$ cat src/rtl/ip_tx_arbiter_if.sv
// ip_tx_arbiter_if: requester, IP-layer and status signals of the IP transmit arbiter
interface ip_tx_arbiter_if;
  logic icmp_tx_req;
  logic icmp_tx_ready;
  logic [7:0] icmp_tx_data;
  logic [15:0] icmp_data_length;
  logic icmp_tx_ack;
  logic icmp_data_req;
  logic icmp_send_end;
  logic udp_tx_req;
  logic udp_tx_ready;
  logic [7:0] udp_tx_data;
  logic [15:0] udp_data_length;
  logic udp_tx_ack;
  logic udp_data_req;
  logic udp_send_end;
  logic ip_tx_req;
  logic ip_tx_ack;
  logic ip_data_req;
  logic ip_tx_ready;
  logic [7:0] ip_tx_data;
  logic [15:0] ip_data_length;
  logic [7:0] ip_protocol;
  logic mac_send_end;
  logic busy;
  modport master (
    input icmp_tx_req, icmp_tx_ready, icmp_tx_data, icmp_data_length,
    input udp_tx_req, udp_tx_ready, udp_tx_data, udp_data_length,
    input ip_tx_ack, ip_data_req, mac_send_end,
    output icmp_tx_ack, icmp_data_req, icmp_send_end,
    output udp_tx_ack, udp_data_req, udp_send_end,
    output ip_tx_req, ip_tx_ready, ip_tx_data, ip_data_length, ip_protocol, busy
  );
  modport slave (
    output icmp_tx_req, icmp_tx_ready, icmp_tx_data, icmp_data_length,
    output udp_tx_req, udp_tx_ready, udp_tx_data, udp_data_length,
    output ip_tx_ack, ip_data_req, mac_send_end,
    input icmp_tx_ack, icmp_data_req, icmp_send_end,
    input udp_tx_ack, udp_data_req, udp_send_end,
    input ip_tx_req, ip_tx_ready, ip_tx_data, ip_data_length, ip_protocol, busy
  );
endinterface

$ cat src/rtl/ip_tx_arbiter.sv
// ip_tx_arbiter: round-robin sharing of the IP transmit path between ICMP (port 0) and UDP (port 1)
module ip_tx_arbiter #(
  parameter logic [15:0] TIMEOUT = 16'hFFFF,
  parameter logic [7:0] ICMP_PROTO = 8'd1,
  parameter logic [7:0] UDP_PROTO = 8'd17
) (
  input logic clk,
  input logic rst,
  ip_tx_arbiter_if.master bus
);
  typedef enum logic [3:0] {
    IDLE    = 4'b0001,
    GRANT   = 4'b0010,
    XFER    = 4'b0100,
    RELEASE = 4'b1000
  } state_t;
  state_t state_q, state_d;
  logic grant_q, grant_d, last_q, last_d;
  logic [15:0] len_q, len_d, cnt_q, cnt_d;
  logic [7:0] proto_q, proto_d;
  logic win, timeout, in_grant, in_xfer;
  // on a tie the port that did not win last time gets the frame
  assign win = (bus.icmp_tx_req & bus.udp_tx_req) ? ~last_q : bus.udp_tx_req;
  assign timeout = cnt_q == TIMEOUT - 16'd1;
  assign in_grant = state_q == GRANT;
  assign in_xfer = state_q == XFER;
  always_ff @(posedge clk or posedge rst) begin
    if (rst) begin
      state_q <= IDLE;
      grant_q <= 1'b0;
      last_q <= 1'b1;
      len_q <= '0;
      proto_q <= '0;
      cnt_q <= '0;
    end else begin
      state_q <= state_d;
      grant_q <= grant_d;
      last_q <= last_d;
      len_q <= len_d;
      proto_q <= proto_d;
      cnt_q <= cnt_d;
    end
  end
  always_comb begin
    state_d = state_q;
    grant_d = grant_q;
    last_d = last_q;
    len_d = len_q;
    proto_d = proto_q;
    case (state_q)
      IDLE: if (bus.icmp_tx_req | bus.udp_tx_req) begin
        state_d = GRANT;
        grant_d = win;
        len_d = win ? bus.udp_data_length : bus.icmp_data_length;
        proto_d = win ? UDP_PROTO : ICMP_PROTO;
      end
      GRANT: state_d = bus.ip_tx_ack ? XFER : (timeout ? RELEASE : GRANT);
      XFER: state_d = (bus.mac_send_end | timeout) ? RELEASE : XFER;
      RELEASE: begin
        state_d = IDLE;
        last_d = grant_q;
      end
      default: state_d = IDLE;
    endcase
    cnt_d = (state_d != state_q) ? 16'd0 : ((in_grant | in_xfer) ? cnt_q + 16'd1 : cnt_q);
  end
  assign bus.ip_tx_req = in_grant;
  assign bus.busy = state_q != IDLE;
  assign bus.icmp_tx_ack = in_grant & ~grant_q & bus.ip_tx_ack;
  assign bus.udp_tx_ack = in_grant & grant_q & bus.ip_tx_ack;
  assign bus.icmp_data_req = in_xfer & ~grant_q & bus.ip_data_req;
  assign bus.udp_data_req = in_xfer & grant_q & bus.ip_data_req;
  assign bus.icmp_send_end = in_xfer & ~grant_q & bus.mac_send_end;
  assign bus.udp_send_end = in_xfer & grant_q & bus.mac_send_end;
  assign bus.ip_tx_ready = in_xfer & (grant_q ? bus.udp_tx_ready : bus.icmp_tx_ready);
  assign bus.ip_tx_data = in_xfer ? (grant_q ? bus.udp_tx_data : bus.icmp_tx_data) : 8'h00;
  assign bus.ip_data_length = len_q;
  assign bus.ip_protocol = proto_q;
endmodule

$ cat src/flat_wrapper.sv
// flat-port wrapper written by rule: the top's interface ports become plain ports
module ip_tx_arbiter_flat 
#(
  parameter logic [15:0] TIMEOUT = 16'hFFFF,
  parameter logic [7:0] ICMP_PROTO = 8'd1,
  parameter logic [7:0] UDP_PROTO = 8'd17
)
  (clk, rst, bus_icmp_tx_req, bus_icmp_tx_ready, bus_icmp_tx_data, bus_icmp_data_length, bus_udp_tx_req, bus_udp_tx_ready, bus_udp_tx_data, bus_udp_data_length, bus_ip_tx_ack, bus_ip_data_req, bus_mac_send_end, bus_icmp_tx_ack, bus_icmp_data_req, bus_icmp_send_end, bus_udp_tx_ack, bus_udp_data_req, bus_udp_send_end, bus_ip_tx_req, bus_ip_tx_ready, bus_ip_tx_data, bus_ip_data_length, bus_ip_protocol, bus_busy);
  ip_tx_arbiter_if bus_i ();
  input logic clk;
  input logic rst;
  input wire logic [$bits(bus_i.icmp_tx_req)-1:0] bus_icmp_tx_req;
  input wire logic [$bits(bus_i.icmp_tx_ready)-1:0] bus_icmp_tx_ready;
  input wire logic [$bits(bus_i.icmp_tx_data)-1:0] bus_icmp_tx_data;
  input wire logic [$bits(bus_i.icmp_data_length)-1:0] bus_icmp_data_length;
  input wire logic [$bits(bus_i.udp_tx_req)-1:0] bus_udp_tx_req;
  input wire logic [$bits(bus_i.udp_tx_ready)-1:0] bus_udp_tx_ready;
  input wire logic [$bits(bus_i.udp_tx_data)-1:0] bus_udp_tx_data;
  input wire logic [$bits(bus_i.udp_data_length)-1:0] bus_udp_data_length;
  input wire logic [$bits(bus_i.ip_tx_ack)-1:0] bus_ip_tx_ack;
  input wire logic [$bits(bus_i.ip_data_req)-1:0] bus_ip_data_req;
  input wire logic [$bits(bus_i.mac_send_end)-1:0] bus_mac_send_end;
  output wire logic [$bits(bus_i.icmp_tx_ack)-1:0] bus_icmp_tx_ack;
  output wire logic [$bits(bus_i.icmp_data_req)-1:0] bus_icmp_data_req;
  output wire logic [$bits(bus_i.icmp_send_end)-1:0] bus_icmp_send_end;
  output wire logic [$bits(bus_i.udp_tx_ack)-1:0] bus_udp_tx_ack;
  output wire logic [$bits(bus_i.udp_data_req)-1:0] bus_udp_data_req;
  output wire logic [$bits(bus_i.udp_send_end)-1:0] bus_udp_send_end;
  output wire logic [$bits(bus_i.ip_tx_req)-1:0] bus_ip_tx_req;
  output wire logic [$bits(bus_i.ip_tx_ready)-1:0] bus_ip_tx_ready;
  output wire logic [$bits(bus_i.ip_tx_data)-1:0] bus_ip_tx_data;
  output wire logic [$bits(bus_i.ip_data_length)-1:0] bus_ip_data_length;
  output wire logic [$bits(bus_i.ip_protocol)-1:0] bus_ip_protocol;
  output wire logic [$bits(bus_i.busy)-1:0] bus_busy;
  assign bus_i.icmp_tx_req = bus_icmp_tx_req;
  assign bus_i.icmp_tx_ready = bus_icmp_tx_ready;
  assign bus_i.icmp_tx_data = bus_icmp_tx_data;
  assign bus_i.icmp_data_length = bus_icmp_data_length;
  assign bus_i.udp_tx_req = bus_udp_tx_req;
  assign bus_i.udp_tx_ready = bus_udp_tx_ready;
  assign bus_i.udp_tx_data = bus_udp_tx_data;
  assign bus_i.udp_data_length = bus_udp_data_length;
  assign bus_i.ip_tx_ack = bus_ip_tx_ack;
  assign bus_i.ip_data_req = bus_ip_data_req;
  assign bus_i.mac_send_end = bus_mac_send_end;
  assign bus_icmp_tx_ack = bus_i.icmp_tx_ack;
  assign bus_icmp_data_req = bus_i.icmp_data_req;
  assign bus_icmp_send_end = bus_i.icmp_send_end;
  assign bus_udp_tx_ack = bus_i.udp_tx_ack;
  assign bus_udp_data_req = bus_i.udp_data_req;
  assign bus_udp_send_end = bus_i.udp_send_end;
  assign bus_ip_tx_req = bus_i.ip_tx_req;
  assign bus_ip_tx_ready = bus_i.ip_tx_ready;
  assign bus_ip_tx_data = bus_i.ip_tx_data;
  assign bus_ip_data_length = bus_i.ip_data_length;
  assign bus_ip_protocol = bus_i.ip_protocol;
  assign bus_busy = bus_i.busy;
  ip_tx_arbiter #(.TIMEOUT(TIMEOUT), .ICMP_PROTO(ICMP_PROTO), .UDP_PROTO(UDP_PROTO)) u_core (.clk(clk), .rst(rst), .bus(bus_i));
endmodule
$ cat config.mk
export PLATFORM = sky130hd
export DESIGN_NAME = ip_tx_arbiter_flat
export DESIGN_NICKNAME = d
export VERILOG_FILES = /design/src/rtl/ip_tx_arbiter_if.sv /design/src/rtl/ip_tx_arbiter.sv /design/src/flat_wrapper.sv
export SDC_FILE = /design/constraint.sdc
export NUM_CORES = 1
export LEC_CHECK = 0
export BUFFER_PORTS_ARGS = -buffer_cell sky130_fd_sc_hd__buf_2
export CORE_ASPECT_RATIO = 0.9
export CORE_MARGIN = 2
export CORE_UTILIZATION = 47
export CTS_BUF_LIST = sky130_fd_sc_hd__clkbuf_16
export DETAILED_ROUTE_END_ITERATION = 7
export PLACE_DENSITY_LB_ADDON = 0.15
export REMOVE_ABC_BUFFERS = 1
export SYNTH_ARGS = -nofsm -noshare
export SYNTH_HDL_FRONTEND = slang
export SYNTH_SLANG_ARGS = --single-unit
$ cat constraint.sdc
create_clock -name clk -period 2.3 [get_ports clk]
set_clock_uncertainty 0.1 [all_clocks]
set_input_delay 0.345 -clock clk [delete_from_list [all_inputs] [get_ports clk]]
set_output_delay 0.345 -clock clk [all_outputs]
set_load 0.02 [all_outputs]
==> impl_metrics.csv, run 1 <==
group,metric,value,unit
run_status,status,"completed",
clocking,cts_made_buffers,5,
route,vias,1862,
placement,gp_congestion,0.786,
synthesis,synth_compound_area_share,7.10,%
cells_and_area,nNetsFinal,380,
synthesis,synth_area,0.00220,mm^2
cells_and_area,final_area,0.00285,mm^2
clocking,cts_tree,"yes",
synthesis,synthArstFlopShare,100,%
synthesis,yosysSeqAreaShare,44.4,%
clocking,clk_pin_slew,0.05,ns
critical_path,crit_path_start_kind,"flip-flop",
synthesis,synthCells,228,
route,avgViaCountPerCell,4.85,
route,wl_met2,2120,um
synthesis,synth_enable_flop_cells,0,
synthesis,avgSynthCellArea,9.66,um^2
route,top_layer_used,"met4",
die,die_h,68.9,um
synthesis,synth_mux_area_share,11.9,%
synthesis,synth_top_family_by_area,"simple AND/OR/NAND/NOR gates",
pwr,p_leak,1.40,nW
placement,dpl_cell_area,0.00270,mm^2
grt,grt_usage,17.0,%
timing,relSlewSlack,52.7,%
cells_and_area,mostFrequentLayoutCells,"90 x buf_2, 51 x nor2_1, 37 x dfrtp_1",
route,met3_length,263,um
critical_path,worst_ep_arrival_time,1.74,ns
grt,grt_pass1_wl,7060,um
synthesis,synth_fa_ha_area_share,1.14,%
synthesis,ys_ff_latch,39,
die,io_pins,98,
critical_path,critPathMaxFanout,12,
worst_hold_path,hp-class,"in2async",
grt,antenna_found_initial,0,
synthesis,synth.top_cell.area_share,42.0,%
die,coreArea,0.00449,mm^2
timing,worst_slack,0.113,ns
synthesis,synthXorXnorAreaFrac,6.36,%
synthesis,yosys.area_share.simple,23.4,%
flow_run,drv_cap,0,
synthesis,yosys-top-cells-area,"dfrtp_1 42%, mux2i_1 11%, nor2_1 8.7%",
pwr,power_density,1010,mW/mm^2
timing,slew_viol_final,0,
grt,grt_max_degree,40,
timing,setup_viol,0,
grt,overflow,0,
placement,post-dp-hpwl,3390,um
timing,max_freq,457,MHz
timing,worst_slew_pin_slew,0.710,ns
grt,first_global_vias,1651,
placement,dp_slack,0.278,ns
synthesis,synthFlopType,"dfrtp_1",
clocking,cts-htree-levels,2,
cells_and_area,fillers,392,
die,die_w,76.2,um
clocking,cts-hold-fix-buffers,0,
route,first_pass_iters,5,
timing,tns,0,ns
clocking,cts-root-buf,"clkbuf_16",
cells_and_area,register_area,978,um^2
route,routedWlPerCell,11.9,um
synthesis,yosys.area.top_type,"dfrtp_1",
route,met1Wirelength,2130,um
cells_and_area,fin_cells,384,
placement,dp.cells,376,
route,totalWireLength,4570,um
cells_and_area,multiInputGateArea,0.00113,mm^2
timing,hold_viol,0,
clocking,worstSkewPairLatency,0.27,ns
die,rows,23,
cells_and_area,drive_gt1_share,36.3,%
timing,rsz0062_at_grt,"no",
route,drc,0,
critical_path,timing_worst_setup_path_type,"reg2out",
cells_and_area,diodes,0,
route,drtAntennaViolNets,0,
timing,min_period_over_period,95.1,%
pwr,irDropWorstVdd,0.680,mV
timing,period_minus_slack,2.19,ns
pwr,power,2.88,mW
route,drtIter0Drc,60,
clocking,cts_buffer_depth,2,
clocking,cts.sinks,39,
placement,port_buffers,91,
clocking,post_cts_buffers,0,
critical_path,end_kind,"output port",
cells_and_area,syn2layout_area_growth,29.4,%
die,start_util,49.1,%
cells_and_area,final_common_cell,"buf_2",
critical_path,required,1.86,ns
critical_path,reg2reg_depth,5,
synthesis,yosysUniqueCellTypes,45,
die,dieArea,0.00525,mm^2
synthesis,yosys_warnings,0,
[metrics by stage]
step,utilization [%],hold slack (ns)
CTS,63.3,0.0957
detailed placement,60.2,0.351
global placement,60.2,0.351
floorplan,-,0.347
finish,63.5,0.0706
global route,63.5,0.138
[critical path, stage by stage, from the launching register on]
cell	delay [ns]
dfstp_2	0.41
or3b_1	0.38
or2_4	0.31
nor3b_2	0.20
buf_4	0.17
[power by group]
| group | total [mW] | switching, mW | internal (mW) |
|---|---|---|---|
| Combinational | 1.20 | 0.719 | 0.478 |
| Sequential | 1.04 | 0.163 | 0.880 |
| Clock | 0.635 | 0.245 | 0.389 |
| Total | 2.88 | 1.13 | 1.75 |
[synth_stat cells, types with 2 or more instances]
master / count
a21oi_1: 16
and3_1: 5
buf_2: 7
buf_4: 7
dfrtp_1: 37
dfstp_2: 2
ha_1: 2
inv_1: 4
mux2i_1: 25
nand2_1: 7
nand2b_1: 3
nand3_1: 6
nand4_1: 5
nor2_1: 51
nor3_1: 3
nor4b_1: 2
o21ai_0: 4
xnor2_1: 8
xor2_1: 8
[cell type report]
class / count / share of cell area (%)
multi-input cells: 173 / 39.7
well taps: 62 / 2.72
repair buffers: 98 / 17.9
clock buffers: 5 / 4.39
flip-flops and latches: 39 / 34.3
inverters: 4 / 0.527
clock inverters: 3 / 0.395
[flip-flops by register name, summed over array words and instances (netlist names)]
signal,cells
u_core.bus.ip_data_length,16
u_core.bus.ip_protocol,2
u_core.cnt_q,16
u_core.last_q,1
u_core.state_q,4
[final timing paths]
check / start / endpoint / slack, ns
hold reg to reg: u_core.bus.ip_protocol[0] / u_core.bus.ip_protocol[0] / 0.36
hold / removal: rst / u_core.bus.ip_data_length[15] / 0.07
min in group clk: bus_mac_send_end / u_core.state_q[2] / 0.20
setup / recovery: u_core.state_q[0] / bus_icmp_data_req / 0.11
setup reg to reg: u_core.state_q[3] / u_core.cnt_q[1] / 0.33
max in group asynchronous: rst / u_core.state_q[0] / 1.67
[repair_timing]
item | CTS | global route
setup endpoints to repair | 1 | 1
resized for setup | 1 | 2
cloned | 0 | 0
[cells by family after synthesis]
kind of cell	count (synthesis)
muxes	26
DFF	39
xor gates and xnor gates	16
and+or+nand+nor	96
other	1
adders and majority gates	2
AOI/OAI and AO/OA	27
buffers and inverters	21
[routing by layer]
metal  global-route usage, %  up-vias
met5                       0        -
met2                    28.6       60
li1                        -      959
met1                    21.9      837
met3                    4.17        6
met4                    6.14        0
(Power assumes the default switching activity.)
==> run 2: changes to the inputs <==
--- a/config.mk
+++ b/config.mk
@@ -11,4 +11,5 @@
 export CORE_UTILIZATION = 47
 export CTS_BUF_LIST = sky130_fd_sc_hd__clkbuf_16
+export CTS_CLUSTER_DIAMETER = 200
 export DETAILED_ROUTE_END_ITERATION = 7
 export PLACE_DENSITY_LB_ADDON = 0.15
==> constraint.sdc (replaced) <==
create_clock -name clk -period 2.3 [get_ports clk]
set_clock_uncertainty 0.1 [all_clocks]
set_input_delay 0.46 -clock clk [delete_from_list [all_inputs] [get_ports clk]]
set_output_delay 0.46 -clock clk [all_outputs]
set_load 0.02 [all_outputs]
==> run 2 against run 1 <==
  * Clock power rose by 3%
  * Utilization rose by 4.1 points
  * Combinational power rose by 9%
  * Largest power group unchanged
  * Non-clock buffer count rose by 7
  * Setup slack got worse by 0.070 ns
  * Total power rose by 4.6%
==> impl_metrics.csv, run 2 (same netlist as run 1, synthesis figures left out) <==
group,metric,value,unit
critical_path,critPathMaxFanout,5,
clocking,clk_pin_slew,0.06,ns
timing,hold_slack,0.186,ns
timing,slew_viol_final,0,
grt,grt_pass1_wl,8000,um
placement,gp_congestion,0.846,
cells_and_area,mostFrequentLayoutCells,"81 x buf_2, 42 x nor2_1, 36 x dfrtp_1",
timing,relSlewSlack,66.5,%
die,coreArea,0.00449,mm^2
route,routedWlPerCell,13.2,um
cells_and_area,final_common_cell,"buf_2",
timing,max_freq,443,MHz
critical_path,end_kind,"output port",
die,io_pins,98,
grt,first_global_vias,1802,
route,drtAntennaViolNets,0,
route,first_pass_iters,4,
timing,rsz0062_at_grt,"yes",
cells_and_area,syn2layout_area_growth,37.7,%
critical_path,crit_path_start_kind,"flip-flop",
die,start_util,49.1,%
cells_and_area,multiInputGateArea,0.00119,mm^2
grt,overflow,0,
route,drc,0,
pwr,p_leak,1.45,nW
cells_and_area,drive_gt1_share,41.6,%
placement,post-dp-hpwl,3530,um
die,die_w,76.2,um
grt,grt_usage,19.2,%
clocking,worstSkewPairLatency,0.28,ns
route,drtIter0Drc,154,
cells_and_area,fillers,381,
placement,port_buffers,91,
die,rows,23,
critical_path,rrSetupSlack,0.29,ns
clocking,cts.sinks,39,
clocking,cts_tree,"yes",
route,vias,1969,
worst_hold_path,hp-class,"in2async",
die,die_h,68.9,um
clocking,cts-htree-levels,2,
placement,dpl_cell_area,0.00271,mm^2
cells_and_area,register_area,980,um^2
cells_and_area,nNetsFinal,387,
clocking,cts-root-buf,"clkbuf_16",
timing,period_minus_slack,2.26,ns
run_status,status,"completed",
critical_path,timing_worst_setup_path_type,"reg2out",
clocking,cts_buffer_depth,2,
pwr,power_density,992,mW/mm^2
pwr,p_int,1.81,mW
timing,hold_viol,0,
critical_path,required,1.74,ns
timing,tns,0,ns
cells_and_area,final_area,0.00303,mm^2
pwr,comb_power_share,43.6,%
die,dieArea,0.00525,mm^2
grt,antenna_found_initial,0,
pwr,irDropWorstVdd,0.757,mV
timing,setup_viol,0,
timing,worst_slew_pin_slew,0.498,ns
pwr,clkPwrFrac,21.7,%
grt,grt_max_degree,40,
timing,min_period_over_period,98.1,%
clocking,cts_made_buffers,5,
route,totalWireLength,5150,um
pwr,power_frac_seq,34.7,%
pwr,p_sw_share,39.8,%
flow_run,drv_cap,0,
critical_path,worst_ep_arrival_time,1.70,ns
route,avgViaCountPerCell,5.04,
cells_and_area,diodes,0,
pwr,p_switching,1.20,mW
run 2: worst paths after layout:
kind / start / end / cells after the start
worst min-delay path: rst / u_core.bus.ip_data_length[15] / 3
min in group clk: bus_mac_send_end / u_core.state_q[2] / 2
max in group asynchronous: rst / u_core.bus.ip_protocol[4] / 3
worst max register to register: u_core.cnt_q[0] / u_core.cnt_q[7] / 8
worst max-delay path: u_core.state_q[1] / bus_ip_tx_data[1] / 5
worst min register to register: u_core.bus.ip_protocol[0] / u_core.bus.ip_protocol[0] / 1
run 2: stage by stage:
| step | total power [mW] | worst slack, ns | cells | util (%) |
|---|---|---|---|---|
| floorplan | 1.84 | -0.585 | 216 | - |
| global placement | 2.25 | 0.171 | 377 | 60.4 |
| detailed placement | 2.27 | 0.148 | 377 | 60.4 |
| CTS | 2.98 | 0.0000310 | 391 | 65.2 |
| global route | 3.22 | -0.00140 | 391 | 67.6 |
| finish | 3.01 | 0.0427 | 391 | 67.6 |
run 2: routing by layer:
layer,up-vias,share of wire (%),track usage [%]
met5,-,0,0
met4,0,0.45,5.23
met3,4,5.8,4.56
met2,71,51,32.7
met1,924,43,25.2
li1,970,-,-
run 2: cell type report:
class                      instances  area share [%]
clock buffer                       5            4.13
tap                               62            2.56
multi-input combinational        173            39.2
inverter                           4           0.495
sequential                        39            32.3
clock inverter                     3           0.536
timing repair buffer             105            20.8
run 2: what timing repair did:
item                                    CTS  global route
hold buffers                              0             0
resized for setup                        14            29
endpoints found under the setup margin   11            11
setup buffers                             6             0
endpoints found under the hold margin     0             0
pin swaps                                 1             8
run 2: critical path, stage by stage (launching register included):
cell	delay, ns
dfrtp_1	0.39
or3b_4	0.39
or2_4	0.29
buf_6	0.14
nor2_2	0.10
buf_6	0.12
run 2: power groups by stage:
stage               clock, mW  sequential [mW]  combinational, mW
floorplan                   0             1.23              0.613
global placement            0             1.05               1.19
detailed placement          0             1.05               1.22
CTS                     0.666             1.03               1.28
global route            0.705             1.07               1.44
finish                  0.652             1.04               1.31
==> run 3: changes to the inputs <==
- CORE_UTILIZATION: 47 -> 43
- clock period: 2.3 -> 1.9 ns (I/O delays scaled with it)
==> run 3 against run 2 <==
  * The run now ends with negative setup slack left
  * Clock power is 45% higher
  * Wire length is 13% higher
  * Utilization is 3.3 points higher
==> impl_metrics.csv, run 3 (same netlist as run 1, synthesis figures left out) <==
group,metric,value,unit
run_status,status,"finished with violations",
run_status,violations,"negative setup slack",
timing,setup_viol,27,
critical_path,slowest_delay,0.39,ns
grt,grt_pass1_wl,8430,um
critical_path,cp_top_family,"simple AND/OR/NAND/NOR gates",
timing,rsz0062_at_grt,"yes",
cells_and_area,diodes,0,
critical_path,reg2reg_to,"u_core.cnt_q[3]",
die,start_util,45.0,%
placement,post-dp-hpwl,3680,um
critical_path,critPathLaunch,"u_core.state_q[0]",
critical_path,cp_num_cells,5,
timing,period_minus_slack,2.21,ns
flow_run,drv_cap,0,
critical_path,required,1.42,ns
placement,gp_congestion,0.740,
critical_path,critPathBufInv,2,
pwr,power,4.30,mW
grt,overflow,0,
clocking,worstSkewPairLatency,0.28,ns
clocking,cts_tree,"yes",
critical_path,crit_slowest_cell,"or3b_4",
cells_and_area,mostFrequentLayoutCells,"75 x buf_2, 35 x dfrtp_1, 26 x nor2_1",
clocking,cts.sinks,39,
die,dieArea,0.00571,mm^2
die,rows,24,
route,drtAntennaViolNets,0,
cells_and_area,syn2layout_area_growth,57.6,%
grt,grt_usage,19.0,%
route,avgViaCountPerCell,4.93,
route,vias,2023,
grt,antenna_found_initial,0,
critical_path,cp_cell_sequence,"or3b_4 > or2_4 > clkbuf_16 > nor2_4 > buf_6",
grt,first_global_vias,1865,
route,drc,0,
clocking,cts-root-buf,"clkbuf_16",
timing,slew_viol_final,0,
route,drtIter0Drc,61,
route,routedWlPerCell,14.3,um
die,die_h,71.9,um
critical_path,critPathMaxFanout,5,
critical_path,r2r-start,"u_core.state_q[0]",
timing,hold_viol,0,
clocking,cts_made_buffers,5,
timing,hold_slack,0.0982,ns
pwr,irDropWorstVdd,0.873,mV
die,coreArea,0.00489,mm^2
clocking,cts_buffer_depth,2,
critical_path,worst_ep_arrival_time,1.73,ns
pwr,power_density,1240,mW/mm^2
die,io_pins,98,
timing,worst_slack,-0.305,ns
critical_path,timing_worst_setup_path_type,"reg2out",
cells_and_area,drive_gt1_share,52.5,%
die,die_w,79.4,um
pwr,p_leak,1.59,nW
clocking,cts-hold-fix-buffers,0,
timing,min_period_over_period,116,%
critical_path,crit_path_start_kind,"flip-flop",
worst_hold_path,hp-class,"in2async",
route,totalWireLength,5840,um
route,first_pass_iters,4,
cells_and_area,fillers,371,
clocking,cts-htree-levels,2,
cells_and_area,nNetsFinal,403,
critical_path,cp-endpoint,"bus_ip_tx_data[5]",
grt,grt_max_degree,40,
clocking,clk_pin_slew,0.06,ns
critical_path,end_kind,"output port",
cells_and_area,final_common_cell,"buf_2",
placement,dp_slack,-0.0821,ns
placement,port_buffers,91,
timing,max_freq,453,MHz
critical_path,reg2reg_depth,9,
critical_path,rrSetupSlack,-0.03,ns
run 3: cell count changes in the layout (fill, tap and decap cells not counted), moves of 2 or more:
cell	delta
buf_6	+6
nor2_1	-16
clkbuf_16	+3
buf_12	+2
nor2_4	+15
buf_4	+11
a21oi_1	-4
inv_1	-2
buf_2	-6
a21oi_2	+4
run 3: how the worst min path moves through the flow:
stage / to / slack [ns] / cells after the start
after floorplan: u_core.state_q[2] / 0.38 / 1
after global placement: u_core.bus.ip_protocol[0] / 0.35 / 1
after detailed placement: u_core.bus.ip_protocol[0] / 0.35 / 1
after CTS: u_core.cnt_q[9] / 0.12 / 3
after global routing: u_core.cnt_q[14] / 0.16 / 3
final: u_core.cnt_q[14] / 0.1 / 3
run 3: report_power, final:
group | internal (mW) | switching [mW]
Sequential | 1.07 | 0.189
Clock | 0.618 | 0.325
Combinational | 0.947 | 1.16
Total | 2.63 | 1.67
run 3: metrics by stage:
stage	utilization, %	TNS (ns)	instance area, um^2	cells
global route	70.9	-5.71	3470	410
detailed placement	58.1	-0.683	2840	392
CTS	63.4	-3.58	3110	402
finish	70.9	-4.02	3470	410
floorplan	-	-16.95	2110	216
global placement	58.1	-0.407	2840	392
run 3: repair_timing:
item,4_1_cts,5_1_grt
buffers inserted,2,5
cloned,0,3
resized for setup,26,69
setup endpoints to repair,16,48
pin swaps,1,30
run 3: area by class of cell:
| class | count | area, um^2 | area share (%) |
|---|---|---|---|
| inverters | 4 | 15.0 | 0.433 |
| clock buffers | 5 | 125 | 3.61 |
| repair buffers | 121 | 867 | 25.0 |
| well taps | 65 | 81.3 | 2.34 |
| clock inverters | 3 | 43.8 | 1.26 |
| flip-flops and latches | 39 | 981 | 28.3 |
| multi-input cells | 173 | 1360 | 39.1 |
run 3: worst register-to-register path, cell delays in order (launching register included):
cell	delay, ns
dfstp_2	0.37
or3b_4	0.39
buf_4	0.14
buf_6	0.11
nor2_4	0.11
buf_4	0.13
o21ai_4	0.07
nand4b_4	0.16
clkbuf_16	0.20
nor2_4	0.03
run 3: per-layer routing:
metal  wire, um  global-route usage, %
met5          0                      0
met3        368                   4.23
met4         86                   8.05
met1       2330                   23.2
met2       3060                   32.6
